`src/rtl/instruction_fetch_unit.sv`:
```
// instruction_fetch_unit: sequential instruction fetch with a prefetch FIFO,
// credit-limited in-flight requests and redirect flush of stale responses.
module instruction_fetch_unit #(
  parameter int          DEPTH    = 4,
  parameter logic [31:0] RESET_PC = 32'h0
) (
  input  logic        clock,
  input  logic        reset,
  output logic        mem_request,
  output logic [31:0] mem_address,
  input  logic        mem_grant,
  input  logic        mem_response_valid,
  input  logic [31:0] mem_response_data,
  input  logic        decode_ready,
  output logic        fetch_valid,
  output logic [31:0] fetch_instruction,
  output logic [31:0] fetch_pc,
  input  logic        redirect,
  input  logic [31:0] redirect_pc
);
  localparam int AW = $clog2(DEPTH);
  localparam int CW = AW + 1;
  logic [31:0]   pc_next_q, pc_next_d, resp_pc_q, resp_pc_d, target_pc;
  logic [31:0]   instr_q [DEPTH];
  logic [31:0]   instr_d [DEPTH];
  logic [31:0]   fpc_q [DEPTH];
  logic [31:0]   fpc_d [DEPTH];
  logic [AW-1:0] rd_q, rd_d, wr_q, wr_d;
  logic [CW-1:0] count_q, count_d, out_q, out_d, drop_q, drop_d;
  logic [CW:0]   used;
  logic          xfer, push, pop;
  // A word is counted against the credit from grant until decode takes it.
  assign used              = {1'b0, count_q} + {1'b0, out_q};
  assign mem_request       = !reset && !redirect && (used < (CW+1)'(DEPTH));
  assign mem_address       = pc_next_q;
  assign target_pc         = redirect_pc & ~32'h3;
  assign fetch_valid       = count_q != '0;
  assign fetch_instruction = fetch_valid ? instr_q[rd_q] : '0;
  assign fetch_pc          = fetch_valid ? fpc_q[rd_q] : '0;
  always_comb begin
    xfer      = mem_request && mem_grant;
    push      = mem_response_valid && drop_q == '0 && !redirect;
    pop       = fetch_valid && decode_ready && !redirect;
    out_d     = out_q + CW'(xfer) - CW'(mem_response_valid);
    drop_d    = redirect ? out_q - CW'(mem_response_valid)
                         : drop_q - CW'(mem_response_valid && drop_q != '0);
    count_d   = redirect ? '0 : count_q + CW'(push) - CW'(pop);
    rd_d      = redirect ? '0 : rd_q + AW'(pop);
    wr_d      = redirect ? '0 : wr_q + AW'(push);
    pc_next_d = redirect ? target_pc : pc_next_q + (xfer ? 32'd4 : 32'd0);
    resp_pc_d = redirect ? target_pc : resp_pc_q + (push ? 32'd4 : 32'd0);
    instr_d   = instr_q;
    fpc_d     = fpc_q;
    if (push) begin
      instr_d[wr_q] = mem_response_data;
      fpc_d[wr_q]   = resp_pc_q;
    end
  end
  always_ff @(posedge clock) begin
    if (reset) begin
      pc_next_q <= RESET_PC;
      resp_pc_q <= RESET_PC;
      rd_q      <= '0;
      wr_q      <= '0;
      count_q   <= '0;
      out_q     <= '0;
      drop_q    <= '0;
      instr_q   <= '{default: '0};
      fpc_q     <= '{default: '0};
    end else begin
      pc_next_q <= pc_next_d;
      resp_pc_q <= resp_pc_d;
      rd_q      <= rd_d;
      wr_q      <= wr_d;
      count_q   <= count_d;
      out_q     <= out_d;
      drop_q    <= drop_d;
      instr_q   <= instr_d;
      fpc_q     <= fpc_d;
    end
  end
endmodule
```
`config.mk`:
```
export PLATFORM = sky130hd
export DESIGN_NAME = instruction_fetch_unit
export DESIGN_NICKNAME = d
export VERILOG_FILES = /design/src/rtl/instruction_fetch_unit.sv
export SDC_FILE = /design/constraint.sdc
export NUM_CORES = 1
export LEC_CHECK = 0
export CAP_MARGIN = 20
export CORE_MARGIN = 8
export CORE_UTILIZATION = 50
export DETAILED_ROUTE_END_ITERATION = 6
export PLACE_DENSITY_LB_ADDON = 0.3
export SETUP_SLACK_MARGIN = 0.1
export SLEW_MARGIN = 15
export SYNTH_ARGS = -nofsm -noshare
export SYNTH_HDL_FRONTEND = slang
export SYNTH_SLANG_ARGS = --single-unit
export TNS_END_PERCENT = 100
```
`constraint.sdc`:
```
create_clock -name clock -period 3.6 [get_ports clock]
set_input_delay 0.72 -clock clock [delete_from_list [all_inputs] [get_ports clock]]
set_output_delay 0.72 -clock clock [all_outputs]
set_load 0.05 [all_outputs]
```
==> impl_metrics.tcl <==
set metrics [dict create \
    status "completed" \
    layout_common_cells "nand2_1, dfxtp_1, a21oi_1" \
    portBuffers 161 \
    hp-start "instr_q[50]" \
    hold_path_class "reg2reg" \
    drive_gt1_share_pct 9.28 \
    synth-seq-cells 321 \
    drc 0 \
    hold_buffers 0 \
    path_buf_inv 2 \
    worstSkewPairLatency_ns 0.51 \
    final-setup-viol-count 0 \
    die_x_microns 187 \
    hold_path_depth 2 \
    dieHeight_microns 187 \
    rsz0062_at_grt "false" \
    final_util_pct 61.0 \
    yosysSeqAreaShare_pct 43.9 \
    preCtsSetupSlack_ns 0.246 \
    critPathMaxFanout 31 \
    netlist_area_sq_um 14600 \
    antenna_found_initial 0 \
    detail_route.wl_per_cell_microns 18.0 \
    power.total_mw 8.23 \
    vias 12500 \
    rr_startpoint "drop_q[0]" \
    synth.distinct_cells 41 \
    layout_setup_ws_ns 0.221 \
    synth_edf_count 0 \
    synth_warnings 0 \
    cts_tree "done" \
    startpoint_type "flip-flop" \
    path_clk_slew_ns 0.06 \
    crit_path_max_incr_delay_ns 0.71 \
    cp-end-kind "output pin" \
    dieArea_sq_um 35000 \
    grt_pass1_vias 12300 \
    fin_crit_ns 3.38 \
    grt_pass1_wl_microns 63900 \
    pwr_density_cell_nw_per_um2 468 \
    grt-ovfl-total 0 \
    dp.cells 2153 \
    async_reset_ff_share_pct 0 \
    min_to "instr_q[50]" \
    top_level_ports 168 \
    slew_viol_final 0 \
    n_antenna_cell 0 \
    cts_buffers 35 \
    reg2reg_slack_ns 0.66 \
    peakVddDrop_v 0.000322 \
    crit_type "reg2out" \
    tns_ns 0 \
    drt_iter0_markers 1035 \
    drt-total-wl_microns 39900 \
    fmax_mhz 296 \
    clock_sinks 321 \
    fin_worst_skew_ns 0.00779 \
    post_dp_cell_area_sq_um 16300 \
    grt_usage_pct 21.9 \
    nets 1894 \
    cap_violations 0 \
    path_delay_family "buffers and inverters" \
    path_cells "buf_12 -> mux4_2 -> nor2b_1 -> clkdlybuf4s50_1" \
    via_per_inst 5.66 \
    hold_ws_ns 0.452 \
    rr_endpoint "resp_pc_q[24]" \
    ys.flop_type "dfxtp_1" \
    power.leakage_nw 6.24 \
    clockBufferDepth 3 \
    final_area_sq_um 17600 \
    antenna_left 0 \
    clockRootBuffer "clkbuf_16" \
    slew-limit-headroom_pct 32.7 \
    worst_slew_pin_slew_ns 1.01 \
    routabilityCongestion 0.858 \
    syn2layout_area_growth_pct 20.1 \
    place_hpwl_microns 24900 \
    start_util_pct 50.8 \
    cp_slowest_cell "clkdlybuf4s50_1" \
    hold_viol 0 \
    rows 62 \
    finalCritPeriodShare_pct 93.9 \
    coreArea_sq_um 28800 \
    reg2regPathDepth 9 \
    fin_cells 2215 \
    firstDrtPassIters 5 \
    cp.arrival_ns 2.66 \
    critPathRequiredTime_ns 2.88 \
    syn-mean-instance-area_sq_um 8.50 \
    netlist_instances 1720 \
    grt_max_degree 218 \
    cts_max_level 2 \
    mostFrequentLayoutCell "nand2_1" \
]
==> sequential cells by signal (all words and copies together) (netlist names) <==
name / cells
fpc_q: 120
rd_q: 2
out_q: 3
count_q: 3
resp_pc_q: 30
drop_q: 3
mem_address: 30
instr_q: 128
wr_q: 2
==> repair_timing <==
action	4_1_cts	5_1_grt
setup endpoints to repair	11	28
pin swaps	0	0
resized for setup	11	28
setup buffers	0	0
==> synth_stat cells (2+ instances only) <==
| cell type | n | area (sq um) |
|---|---|---|
| nand2_1 | 524 | 1970 |
| dfxtp_1 | 321 | 6430 |
| a21oi_1 | 271 | 1360 |
| clkbuf_1 | 90 | 338 |
| nor2b_1 | 72 | 450 |
| mux4_2 | 62 | 1400 |
| inv_1 | 33 | 124 |
| buf_6 | 25 | 282 |
| buf_2 | 23 | 115 |
| nand3_1 | 19 | 95.1 |
| nor2_1 | 19 | 71.3 |
| xnor2_1 | 19 | 166 |
| a311oi_1 | 18 | 158 |
| a31oi_1 | 17 | 106 |
| nand4_1 | 17 | 106 |
| ha_1 | 16 | 200 |
| a21boi_0 | 15 | 113 |
| nor4_1 | 14 | 87.6 |
| and2_1 | 13 | 81.3 |
| nor3_1 | 13 | 65.1 |
| o21bai_1 | 12 | 90.1 |
| or4_1 | 12 | 90.1 |
| or3_1 | 11 | 68.8 |
| and4_1 | 10 | 87.6 |
| o31a_1 | 10 | 87.6 |
| o31ai_1 | 10 | 75.1 |
| o21ai_0 | 9 | 45.0 |
| xor2_1 | 9 | 78.8 |
| a211oi_1 | 7 | 52.6 |
| and3_1 | 7 | 43.8 |
| buf_4 | 7 | 52.6 |
| buf_1 | 4 | 15.0 |
| fa_1 | 2 | 40.0 |
| nor4_4 | 2 | 42.5 |
==> power breakdown <==
part | switching (mW) | internal (mW) | total, mW
logic | 0.458 | 0.316 | 0.774
registers | 0.132 | 3.65 | 3.78
clock network | 1.43 | 2.24 | 3.67
==> cell type report <==
cell class	instances	area [sq um]
well taps	384	480
fillers	2456	11200
flip-flops and latches	321	6430
repair buffers	195	2010
clock inverters	8	90.1
multi-input cells	1220	7330
clock buffers	54	1100
inverters	33	124
==> metal layers <==
| metal | vias to the layer above | track usage, % | routed length, microns |
|---|---|---|---|
| li1 | 6034 | - | - |
| met1 | 6003 | 26.4 | 16200 |
| met2 | 420 | 38.6 | 20000 |
| met3 | 71 | 3.54 | 2530 |
| met4 | 0 | 8.34 | 1140 |
| met5 | - | 0 | 0 |
==> tightest hold or removal path: stages, from the launching register on <==
cell and delay [ns]:
dfxtp_1 0.31, nand2_1 0.05, a21oi_1 0.05
==> cells by family (layout without fill, tap and decap cells) <==
kind of cell	Yosys count	in the layout	synth area share, %
buffers and inverters	182	290	6.33
adders and majority gates	18	18	1.64
xor gates and xnor gates	28	28	1.68
AOI/OAI and AO/OA	372	372	14.4
DFF	321	321	43.9
other	1	4	0.0256
and+or+nand+nor	736	736	22.4
muxes	62	62	9.55
==> how the worst max path moves through the flow <==
stage	start	endpoint	slack, ns	cells after the start
after floorplan	redirect	mem_address[13]	0.07	11
after global placement	redirect	mem_address[30]	0.32	10
after detailed placement	mem_response_valid	resp_pc_q[28]	0.25	9
after CTS	rd_q[0]	fetch_pc[4]	0.10	4
after global routing	rd_q[1]	fetch_pc[23]	0.12	4
final	rd_q[1]	fetch_pc[24]	0.22	4
Note: power is estimated with default switching activity, not from simulation.
